**config.mk**
```make
export PLATFORM = sky130hd
export DESIGN_NAME = mem_stage_ws
export DESIGN_NICKNAME = d
export VERILOG_FILES = /design/src/rtl/mem_stage_ws.sv
export SDC_FILE = /design/constraint.sdc
export NUM_CORES = 1
export LEC_CHECK = 0
export ABC_AREA = 1
export CAP_MARGIN = 20
export CORE_AREA = 2 2 173 175
export DETAILED_ROUTE_END_ITERATION = 10
export DIE_AREA = 0 0 175 177
export PLACE_DENSITY_LB_ADDON = 0.05
export SLEW_MARGIN = 25
export SYNTH_ARGS = -nofsm -noshare
export SYNTH_HDL_FRONTEND = slang
export SYNTH_SLANG_ARGS = --single-unit
```
**constraint.sdc**
```tcl
create_clock -name CLK -period 2.45 [get_ports CLK]
set_clock_uncertainty 0.05 [all_clocks]
set_input_delay 0.735 -clock CLK [delete_from_list [all_inputs] [get_ports CLK]]
set_output_delay 0.735 -clock CLK [all_outputs]
set_load 0.05 [all_outputs]
```
**src/rtl/mem_stage_ws.sv**
```systemverilog
`default_nettype none
// ============================================================================
//  Module      : mem_stage_ws
//  Description : Pipeline memory stage with a ready/acknowledge data bus,
//                unbounded wait states, optional timeout, byte-lane steering,
//                misalignment detection and fault reporting.
//  Revision    : 1.0 - initial release
// ============================================================================
module mem_stage_ws #(
    parameter int          XLEN     = 32,
    parameter int          TIMEOUT  = 15,
    parameter logic [31:0] NOP_INST = 32'h00000013
) (
    input  logic                CLK,
    input  logic                RESn,
    input  logic                HLT,
    input  logic [XLEN-1:0]     EX_MEM_pc,
    input  logic [31:0]         EX_MEM_inst,
    input  logic [XLEN-1:0]     EX_MEM_alu,
    input  logic [4:0]          EX_MEM_rd,
    input  logic [XLEN-1:0]     EX_MEM_rs2,
    input  logic                EX_MEM_is_load,
    input  logic                EX_MEM_is_store,
    input  logic                EX_MEM_is_sys,
    input  logic [XLEN-1:0]     EX_MEM_csr_data,
    input  logic [XLEN-1:0]     DATAI,
    input  logic                DACK,
    output logic [XLEN-1:0]     DADDR,
    output logic [XLEN-1:0]     DATAO,
    output logic [XLEN/8-1:0]   DBE,
    output logic                DRD,
    output logic                DWR,
    output logic                DAS,
    output logic                MEM_STALL,
    output logic [31:0]         MEM_WB_inst,
    output logic [XLEN-1:0]     MEM_WB_pc,
    output logic [XLEN-1:0]     MEM_WB_data,
    output logic [XLEN-1:0]     MEM_WB_alu,
    output logic [4:0]          MEM_WB_rd,
    output logic                MEM_WB_valid,
    output logic                MEM_FAULT,
    output logic [1:0]          MEM_FAULT_cause,
    output logic [XLEN-1:0]     MEM_FAULT_addr
);

    localparam int c_NL = XLEN / 8;
    localparam int c_OW = $clog2(c_NL);
    localparam int c_CW = (TIMEOUT < 2) ? 1 : $clog2(TIMEOUT + 1);
    localparam logic [c_CW-1:0] c_TO = c_CW'(TIMEOUT);

    localparam logic [0:0] c_S_IDLE = 1'b0;
    localparam logic [0:0] c_S_WAIT = 1'b1;

    localparam logic [1:0] c_CAUSE_LD  = 2'b01;
    localparam logic [1:0] c_CAUSE_ST  = 2'b10;
    localparam logic [1:0] c_CAUSE_TO  = 2'b11;

    logic [0:0]       r_state;
    logic [0:0]       w_state_nxt;
    logic [c_CW-1:0]  r_cnt;

    logic [1:0]       w_sz;
    logic [c_OW-1:0]  w_off;
    logic [c_OW-1:0]  w_size_mask;
    logic [c_NL-1:0]  w_lane_mask;
    logic             w_is_access;
    logic             w_misaligned;
    logic             w_timeout_hit;
    logic             w_das_raw;
    logic             w_das;
    logic             w_drd;
    logic             w_dwr;
    logic             w_stall;
    logic [XLEN-1:0]  w_datao;
    logic [c_OW-1:0]  w_src;
    logic [XLEN-1:0]  w_lane;
    logic [XLEN-1:0]  w_load;
    logic [XLEN-1:0]  w_wb_data;
    logic             w_wb_en;
    logic             w_fault_mis;
    logic             w_fault_to;

    logic [31:0]      r_wb_inst;
    logic [XLEN-1:0]  r_wb_pc;
    logic [XLEN-1:0]  r_wb_data;
    logic [XLEN-1:0]  r_wb_alu;
    logic [4:0]       r_wb_rd;
    logic             r_wb_valid;
    logic             r_fault;
    logic [1:0]       r_fault_cause;
    logic [XLEN-1:0]  r_fault_addr;

    assign w_is_access = EX_MEM_is_load | EX_MEM_is_store;
    assign w_off       = EX_MEM_alu[c_OW-1:0];

    // Decode access size; a doubleword on a 32-bit datapath degrades to word
    always_comb begin
        w_sz = EX_MEM_inst[13:12];
        if (XLEN == 32 && w_sz == 2'b11) begin
            w_sz = 2'b10;
        end
        w_size_mask = '0;
        w_lane_mask = c_NL'(8'h01);
        case (w_sz)
            2'b00: begin
                w_size_mask = '0;
                w_lane_mask = c_NL'(8'h01);
            end
            2'b01: begin
                w_size_mask = c_OW'(3'd1);
                w_lane_mask = c_NL'(8'h03);
            end
            2'b10: begin
                w_size_mask = c_OW'(3'd3);
                w_lane_mask = c_NL'(8'h0F);
            end
            default: begin
                w_size_mask = c_OW'(3'd7);
                w_lane_mask = c_NL'(8'hFF);
            end
        endcase
        w_misaligned = |(w_off & w_size_mask);
    end

    // Replicate the store sub-word across every lane; the byte enables pick the live ones
    always_comb begin
        w_datao = '0;
        w_src   = '0;
        for (int i = 0; i < c_NL; i++) begin
            w_src = c_OW'(i) & w_size_mask;
            w_datao[8*i +: 8] = EX_MEM_rs2[{w_src, 3'b000} +: 8];
        end
    end

    // Shift the addressed lane down and extend it to the full datapath width
    always_comb begin
        w_lane = DATAI >> {w_off, 3'b000};
        case (w_sz)
            2'b00:   w_load = EX_MEM_inst[14] ? XLEN'(w_lane[7:0])
                                              : XLEN'($signed(w_lane[7:0]));
            2'b01:   w_load = EX_MEM_inst[14] ? XLEN'(w_lane[15:0])
                                              : XLEN'($signed(w_lane[15:0]));
            2'b10:   w_load = EX_MEM_inst[14] ? XLEN'(w_lane[31:0])
                                              : XLEN'($signed(w_lane[31:0]));
            default: w_load = w_lane;
        endcase
        if (EX_MEM_is_load) begin
            w_wb_data = w_load;
        end else if (EX_MEM_is_sys) begin
            w_wb_data = EX_MEM_csr_data;
        end else begin
            w_wb_data = EX_MEM_alu;
        end
    end

    assign w_timeout_hit = (TIMEOUT != 0) && (r_state == c_S_WAIT) && (r_cnt == c_TO);

    // FSM state register
    always_ff @(posedge CLK or negedge RESn) begin
        if (!RESn) begin
            r_state <= c_S_IDLE;
        end else if (!HLT) begin
            r_state <= w_state_nxt;
        end
    end

    // FSM next-state: acknowledge takes priority over the timeout
    always_comb begin
        w_state_nxt = r_state;
        case (r_state)
            c_S_IDLE: begin
                if (w_is_access && !w_misaligned && !DACK) begin
                    w_state_nxt = c_S_WAIT;
                end
            end
            c_S_WAIT: begin
                if (DACK || w_timeout_hit) begin
                    w_state_nxt = c_S_IDLE;
                end
            end
            default: w_state_nxt = c_S_IDLE;
        endcase
    end

    // FSM outputs: bus strobes are killed combinationally while reset is asserted
    always_comb begin
        w_das_raw = 1'b0;
        case (r_state)
            c_S_IDLE: w_das_raw = w_is_access && !w_misaligned;
            c_S_WAIT: w_das_raw = 1'b1;
            default:  w_das_raw = 1'b0;
        endcase
        w_das   = w_das_raw & RESn;
        w_drd   = w_das & EX_MEM_is_load;
        w_dwr   = w_das & EX_MEM_is_store;
        w_stall = w_das & ~DACK & ~w_timeout_hit;
    end

    // Wait-state counter runs only while an access is still pending in WAIT
    always_ff @(posedge CLK or negedge RESn) begin
        if (!RESn) begin
            r_cnt <= '0;
        end else if (!HLT) begin
            if (r_state == c_S_WAIT && !DACK && !w_timeout_hit) begin
                r_cnt <= r_cnt + 1'b1;
            end else begin
                r_cnt <= '0;
            end
        end
    end

    // Classify what the MEM/WB register receives at the next edge
    always_comb begin
        w_wb_en     = ((r_state == c_S_IDLE) && !w_is_access) || (w_das_raw && DACK);
        w_fault_mis = (r_state == c_S_IDLE) && w_is_access && w_misaligned;
        w_fault_to  = w_timeout_hit && !DACK;
    end

    // MEM/WB pipeline register and fault reporting
    always_ff @(posedge CLK or negedge RESn) begin
        if (!RESn) begin
            r_wb_inst     <= '0;
            r_wb_pc       <= '0;
            r_wb_data     <= '0;
            r_wb_alu      <= '0;
            r_wb_rd       <= '0;
            r_wb_valid    <= 1'b0;
            r_fault       <= 1'b0;
            r_fault_cause <= '0;
            r_fault_addr  <= '0;
        end else if (!HLT) begin
            r_wb_pc  <= EX_MEM_pc;
            r_wb_alu <= EX_MEM_alu;
            r_fault  <= 1'b0;
            if (w_wb_en) begin
                r_wb_inst  <= EX_MEM_inst;
                r_wb_data  <= w_wb_data;
                r_wb_rd    <= EX_MEM_rd;
                r_wb_valid <= 1'b1;
            end else begin
                // Stalled or faulting cycles hand a bubble to writeback
                r_wb_inst  <= NOP_INST;
                r_wb_data  <= '0;
                r_wb_rd    <= '0;
                r_wb_valid <= 1'b0;
            end
            if (w_fault_mis) begin
                r_fault       <= 1'b1;
                r_fault_cause <= EX_MEM_is_load ? c_CAUSE_LD : c_CAUSE_ST;
                r_fault_addr  <= EX_MEM_alu;
            end else if (w_fault_to) begin
                r_fault       <= 1'b1;
                r_fault_cause <= c_CAUSE_TO;
                r_fault_addr  <= EX_MEM_alu;
            end
        end
    end

    assign DADDR           = {EX_MEM_alu[XLEN-1:c_OW], {c_OW{1'b0}}};
    assign DATAO           = w_datao;
    assign DBE             = w_das ? (w_lane_mask << w_off) : '0;
    assign DAS             = w_das;
    assign DRD             = w_drd;
    assign DWR             = w_dwr;
    assign MEM_STALL       = w_stall;
    assign MEM_WB_inst     = r_wb_inst;
    assign MEM_WB_pc       = r_wb_pc;
    assign MEM_WB_data     = r_wb_data;
    assign MEM_WB_alu      = r_wb_alu;
    assign MEM_WB_rd       = r_wb_rd;
    assign MEM_WB_valid    = r_wb_valid;
    assign MEM_FAULT       = r_fault;
    assign MEM_FAULT_cause = r_fault_cause;
    assign MEM_FAULT_addr  = r_fault_addr;

endmodule
`default_nettype wire

```
==> flow_summary.ini <==
[status]
status = finished, final reports clean

[global_route]
overflow = 0
grt_max_degree = 110
antenna_found_initial = 10
grt_pass1_wl_um = 51900
grt_use_total = 0.218
grt_pass1_vias = 8865

[logic_synthesis]
ys_seq_area_frac = 0.510
yosys_most_used_dff = dfrtp_1
syn_avg_cell_area_um2 = 7.58
synth-warning-count = 0
synthDistinctLibCells = 32
syn-instance-count = 1126
ys_ff_latch = 174
async_reset_ff_frac = 1.00
syn-cell-area_um2 = 8540
synth_enable_flop_cells = 0

[route]
vias = 8787
viasPerCell = 4.46
wl_um = 34400
drt-initial-drc-count = 615
wl_per_cell_um = 17.5
drtAntennaViolNets = 0
first_pass_iters = 5
route.detailed.drc = 0

[critical_path]
arrival_ps = 1640
reg2reg_to = MEM_WB_data[7]
rrSetupSlack_ps = 110
r2r-start = r_state
cp.required_ps = 1660
crit_fanout = 5
critPathKind = primary input to output port
end_kind = output port
ff2ff_path_depth = 16
start_kind = primary input

[clocking]
cts_buffers = 17
insertion_delay_ps = 430
clockBufferDepth = 2
clk_pin_slew_ps = 80
hold_buffers = 0
h-tree-depth = 4
cts.sink_count = 174
root_buffer = clkbuf_16
cts_tree = yes

[finish]
final_core_util = 0.527
layout-drive-gt1-share = 0.170
final_cell_mix = nand2_1, clkdlybuf4s50_1, dfrtp_1
areaGrowthSynthToFinish_pct = 80.3
nets = 1765
mostFrequentLayoutCell = nand2_1
instances_no_fill = 1970

[min_path]
worstHoldStart = MEM_FAULT_addr[7]
hold_path_class = flip-flop to flip-flop
worstHoldEndpoint = MEM_FAULT_addr[7]
holdPathStages = 2

[timing]
slew_viol_final = 0
worst_pin_slew_ps = 881
whs_ps = 432
finalCriticalPeriod_ps = 2430
max_freq_mhz = 412
final_hold_viol_count = 0
rsz0062_at_grt = yes
setup-violations-final = 0
period_share = 0.991
maxSlewHeadroom = 0.413

[floorplanning]
dieArea_um2 = 31000
initial_core_util = 0.292
die_x_um = 175
die_y_um = 177
core_um2 = 29200
ios = 445
std_cell_rows = 63

[job]
cap_violations = 0

[placement]
hpwl_um = 25700
dpl.cell_count = 1914
io_buffers = 442
gp_congestion = 0.836

[pwr]
cellPowerDensity_nw_per_um2 = 678
leakagePower_nw = 7.80
ir_worst_vdd_v = 0.000358
==> repair_timing <==
| item | in CTS | in global routing |
|---|---|---|
| setup buffers | 11 | 3 |
| pin swaps | 9 | 9 |
| endpoints found under the setup margin | 36 | 93 |
| gates resized for setup | 65 | 61 |
| gates cloned | 0 | 3 |
==> worst max-delay path, stage by stage <==
cell and delay, ps:
buf_12 110, clkinv_8 60, nand2_4 50, nand3_4 80
nand3_4 150, a221oi_4 260, buf_12 180
==> power by group <==
part / internal [mW] / switching (mW)
Combinational: 1.54 / 2.59
Clock: 1.49 / 1.40
Sequential: 3.23 / 0.191
Total: 6.25 / 4.18
==> layout make-up <==
type | count | area, um^2
antenna | 7 | 17.5
timing repair buffer | 523 | 6000
multi-input combinational | 785 | 3650
fill | 2796 | 13800
sequential | 174 | 4350
clock inverter | 14 | 191
tap | 390 | 488
inverter | 59 | 263
clock buffer | 18 | 429
==> cells in the mapped netlist (all sizes together) (2+ instances only) <==
cell type | instances | area [um^2]
nand4 | 2 | 12.5
nor3 | 2 | 10.0
a21oi | 30 | 150
nand3 | 47 | 253
nor2 | 32 | 120
buf | 67 | 458
clkbuf | 42 | 159
o21ai | 132 | 687
dfrtp | 174 | 4350
nand2 | 518 | 1960
a31oi | 5 | 31.3
o211ai | 7 | 52.6
inv | 58 | 218
o22a | 3 | 26.3
==> per-layer routing <==
layer  share of wire  vias up  global-route usage
met1            0.42     4050               0.271
met4           0.013        4              0.0566
met2            0.48      309               0.369
met3           0.080       32              0.0692
li1                -     4392                   -
met5         0.00087        -                   0
==> cells by family (layout without fill, tap and decap cells) <==
family	after synthesis	in the layout	synth area share
AO/OA/AOI/OAI	180	180	0.114
XOR/XNOR	1	1	0.00103
adder cells (fa/ha/maj)	1	1	0.00146
buffers and inverters	168	614	0.0982
flip-flops	174	174	0.510
other	1	9	0.000439
AND/OR/NAND/NOR	601	601	0.275
==> flip-flops by register name, summed over array words and instances, names as in the netlist <==
name             count
r_state              1
MEM_WB_valid         1
MEM_FAULT_addr      32
MEM_WB_pc           32
r_cnt                4
MEM_WB_inst         32
MEM_WB_rd            5
MEM_WB_data         32
MEM_WB_alu          32
MEM_FAULT_cause      2
MEM_FAULT            1
==> stage by stage <==
| stage | worst slack [ps] | cell area (um^2) | power (mW) | TNS [ps] |
|---|---|---|---|---|
| 5_1_grt | -30.0 | 15400 | 10.9 | -84.0 |
| 4_1_cts | 3.24 | 15100 | 10.5 | 0 |
| 3_5_place_dp | -584 | 14300 | 7.57 | -26530 |
| 3_3_place_gp | -576 | 14300 | 7.55 | -26950 |
| 2_1_floorplan | -158 | 8820 | 5.77 | -604 |
| 6_report | 21.3 | 15400 | 10.4 | 0 |
==> worst max-delay path by stage <==
stage          depth (start not counted)       startpoint         endpoint  slack, ps
3_3_place_gp                           5  EX_MEM_inst[13]           DBE[2]       -580
4_1_cts                                1  MEM_WB_data[25]  MEM_WB_data[25]          3
2_1_floorplan                          4  EX_MEM_inst[13]        DATAO[16]       -160
5_1_grt                                7  EX_MEM_inst[13]           DBE[2]        -30
6_report                               7  EX_MEM_inst[13]           DBE[2]         20
3_5_place_dp                           5  EX_MEM_inst[13]           DBE[2]       -580
Note: power is estimated with default switching activity, not from simulation.
==> patch 1 (config.mk and constraints unchanged) <==
`TIMEOUT`: 15 -> 14.
--- a/src/rtl/mem_stage_ws.sv
+++ b/src/rtl/mem_stage_ws.sv
@@ -10,3 +10,3 @@
     parameter int          XLEN     = 32,
-    parameter int          TIMEOUT  = 15,
+    parameter int          TIMEOUT  = 14,
     parameter logic [31:0] NOP_INST = 32'h00000013
Formal check against the unedited RTL: same outputs for any inputs over 4 cycles, from zero or initial values; that may be too few to reach the edited logic, so the function may still have changed.
==> patch 1 against the unedited design <==
The flow now finishes with violations (setup timing); sequential cell count did not move; area after synthesis grew 0.12%; setup slack got worse by 0.048 ns; global-route usage about the same; total power is 0.41% higher; design area decreased by 0.88%; wire length down 0.89%; largest cell class unchanged; highest routed layer unchanged.
==> patch 1: results (changes against the unedited design) <==
grt:
  grt_pass1_vias: 8888  # +0.26%
  grt_pass1_wl_um: 51500  # -0.82%
  antenna_found_initial: 2  # -8
  grt_start_max_net_pins: 146  # +33%
  grt_usage_pct: 21.8  # -0.023 points
setup_path:
  critPathMaxFanout: 4  # -1
  max_stage_delay_ns: 0.15  # -0.11 ns
  worstRegToRegCells: 11  # -5
  critPathSlowestCell: "buf_12"
  cp.arrival_ns: 1.69  # +0.05 ns
sta:
  timing.final.crit_share_pct: 101  # +2.0 points
  setup_slack_ns: -0.0268  # -0.0481 ns
  setup_violations: 2  # +2
  tightestPinTransition_ns: 0.904  # +0.0227 ns
synthesis:
  synth.avg_cell_area_um2: 7.59  # about the same
  synthTopCellsByCount: "nand2_1 (516), dfrtp_1 (174), o21ai_0 (115)"
  synth-seq-area-share_pct: 50.9  # -0.060 points
  ys.warnings.count: 0  # unchanged
  synth.area.top_cells: "dfrtp_1 (51%), nand2_1 (23%), o21ai_0 (6.7%)"
  synthDistinctLibCells: 31  # -3.1%
detailed_routing:
  drt_pass1_iterations: 4  # -1
  wire_per_inst_um: 17.3  # -0.74%
  drt_first_iter_violations: 551  # -10%
  wl_um: 34100  # -0.89%
  via_count: 8758  # -0.33%
cells_and_area:
  fillCellCount: 2807  # +0.39%
  final_nets: 1769  # +0.23%
  drive_gt1_share_pct: 17.1  # +0.094 points
placed_design:
  gp_congestion: 0.794  # -5.0%
  hpwl_um: 26100  # +1.5%
  place_area_mm2: 0.0144  # +0.38%
  placedCellCount: 1922  # +0.42%
cts:
  numCtsBuffers: 17  # unchanged
  htreeDepth: 4  # unchanged
min_path:
  hp-class: "in -> async"
run_status:
  violations: "setup timing"
  status: "complete, but fails checks"
pwr:
  power_leakage_nw: 7.62  # -2.4%
  ir_worst_vdd_mv: 0.371  # +3.5%
  p_sw_mw: 4.06  # -2.9%
patch 1: what timing repair did:
item,CTS,global route
setup buffers,10,6
setup endpoints to repair,41,43
pin swaps,11,15
hold buffers,0,0
gates resized for setup,67,51
patch 1: kinds of logic (layout without fill, tap and decap cells):
family                   count (synthesis)  count (layout)  share of synthesized area, %
buffers and inverters                  167             615                          9.78
AO/OA/AOI/OAI                          177             177                          11.1
flip-flops                             174             174                          50.9
XOR/XNOR                                 2               2                         0.205
AND/OR/NAND/NOR                        604             604                          27.6
adder cells (fa/ha/maj)                  2               2                         0.293
other                                    1               3                        0.0439
patch 1: final timing paths:
kind	from	slack (ns)	end
max	EX_MEM_alu[0]	-0.03	DWR
min	RESn	0.35	MEM_WB_alu[22]
max reg2reg	r_state	0.70	MEM_FAULT_addr[7]
min reg2reg	MEM_WB_pc[22]	0.43	MEM_WB_pc[22]
max in group asynchronous	RESn	0.77	MEM_WB_pc[29]
min in group CLK	MEM_WB_pc[22]	0.43	MEM_WB_pc[22]
patch 1: cell type report:
class	instances	area (µm²)	share of cell area, %
repair buffers	524	5900	38.6
flip-flops and latches	174	4360	28.5
multi-input cells	787	3670	24.0
well taps	390	488	3.20
clock buffers	18	429	2.81
inverters	59	241	1.58
clock inverters	14	179	1.17
diodes	1	2.50	0.0164
patch 1: power by group through the flow:
stage / sequential, mW / clock, mW / combinational (mW)
floorplan: 4.75 / 0 / 1.05
global placement: 3.47 / 0 / 4.12
detailed placement: 3.49 / 0 / 4.13
CTS: 3.44 / 2.96 / 4.15
global route: 3.48 / 3.07 / 4.39
finish: 3.44 / 2.89 / 4.15
patch 1: metal layers:
layer | up-vias | global-route usage [%] | part of all wire, %
met5 | - | 0 | 0.038
met4 | 2 | 4.93 | 1.1
met3 | 25 | 6.72 | 7.4
met2 | 291 | 38.1 | 50
met1 | 4064 | 26.4 | 41
li1 | 4376 | - | -
patch 1: worst register-to-register path, stage by stage (launching register included):
cell	delay, ns
dfrtp_1	0.39
inv_2	0.13
nand3_4	0.10
buf_4	0.14
buf_4	0.14
inv_2	0.04
o21ai_2	0.05
o21ai_2	0.07
nand2_2	0.11
buf_12	0.19
nand2_1	0.13
o21ai_0	0.08
patch 1: stage by stage:
step	power, mW	TNS (ns)	setup WS (ns)	hold WS (ns)
2_1_floorplan	5.80	-0.603	-0.158	0.389
6_report	10.5	-0.0280	-0.0268	0.348
4_1_cts	10.6	-0.585	-0.156	0.350
3_3_place_gp	7.59	-32.37	-0.616	0.411
5_1_grt	10.9	-0.171	-0.0741	0.366
3_5_place_dp	7.62	-31.32	-0.597	0.414
==> patch 2 (same settings) <==
Without the edit above. Put one more register stage on the output `MEM_FAULT_addr`, cleared by the reset. The value now appears one clock later. The other outputs are not delayed to match.
--- a/src/rtl/mem_stage_ws.sv
+++ b/src/rtl/mem_stage_ws.sv
@@ -273,3 +273,9 @@
     assign MEM_FAULT_cause = r_fault_cause;
-    assign MEM_FAULT_addr  = r_fault_addr;
+    always_ff @(posedge CLK or negedge RESn) begin
+        if (!RESn) begin
+            MEM_FAULT_addr <= '0;
+        end else begin
+            MEM_FAULT_addr <= r_fault_addr;
+        end
+    end
 
Behaviour: not the same (Yosys sat finds a counterexample within 4 cycles, from zero or initial values).
==> patch 2 against the unedited design <==
The run now ends with setup timing left; critical path depth unchanged; wire length increased by 7.4%; sequential cell count increased by 32; area after synthesis increased by 8.8%; total power increased by 12%; setup slack got worse by 0.031 ns; combinational power decreased by 5%; design area increased by 4.0%; clock power increased by 26%.
==> patch 2: results (changes against the unedited design) <==
run_status:
  status: "complete, but fails checks"
  violations: "setup timing"
detailed_routing:
  wl_met2_um: 18800  # +13%
  drt_pass1_iterations: 4  # -1
  wl_met3_um: 3000  # +9.6%
  vias_per_cell: 4.56  # +2.3%
sta:
  setup_slack_ns: -0.00926  # -0.0305 ns
  setup_tns_ns: -0.0137  # -0.0137 ns
  max_slew_margin_pct: 62.3  # +21 points
  setup_violations: 2  # +2
cells_and_area:
  num-multi-input-gates: 787  # +0.25%
  nonClockInverterCount: 56  # -5.1%
  antenna_cells: 1  # -6
  nonClkBufAreaFrac_pct: 35.5  # -3.5 points
placed_design:
  placedCellCount: 1951  # +1.9%
  gp_congestion: 0.827  # -1.0%
  hpwl_um: 28400  # +11%
  place_ws_ns: -0.631  # -0.0472 ns
cts:
  worstSkewPairLatency_ns: 0.52  # +0.09 ns
  clkSlewWorstSetupHoldPaths_ns: 0.06  # -0.02 ns
  htreeDepth: 1  # -3
pwr:
  p_sw_mw: 4.29  # +2.6%
  finalPower_mw: 11.7  # +12%
  p_seq_mw: 4.11  # +20%
grt:
  use_met1_pct: 28.7  # +1.6 points
  antenna_found_initial: 4  # -6
setup_path:
  reg2reg_to: "MEM_WB_inst[17]"
synthesis:
  synth-xor-area-share_pct: 0.189  # +0.086 points
  synth-seq-area-share_pct: 55.5  # +4.5 points
-- patch 2: how the worst min path moves through the flow --
stage	start	end	slack, ns	cells past startpoint
2_1_floorplan	r_fault_addr[0]	MEM_FAULT_addr[0]	0.30	0
3_3_place_gp	r_fault_addr[28]	MEM_FAULT_addr[28]	0.31	0
3_5_place_dp	r_fault_addr[21]	MEM_FAULT_addr[21]	0.31	0
4_1_cts	RESn	MEM_WB_data[24]	0.24	2
5_1_grt	RESn	MEM_FAULT_addr[22]	0.24	2
6_report	RESn	MEM_FAULT_addr[22]	0.21	2
-- patch 2: what timing repair did --
item,in CTS,in global routing
hold buffers,0,0
resized for setup,211,20
setup endpoints to repair,170,22
gates cloned,1,0
pin swaps,14,7
setup buffers,11,3
-- patch 2: worst max-delay path, stage by stage --
cell and delay [ns]:
buf_6 0.11, clkinv_8 0.07, nand2_4 0.05, nand3_4 0.09, nand3_4 0.15, a221oi_4 0.28, buf_12 0.18
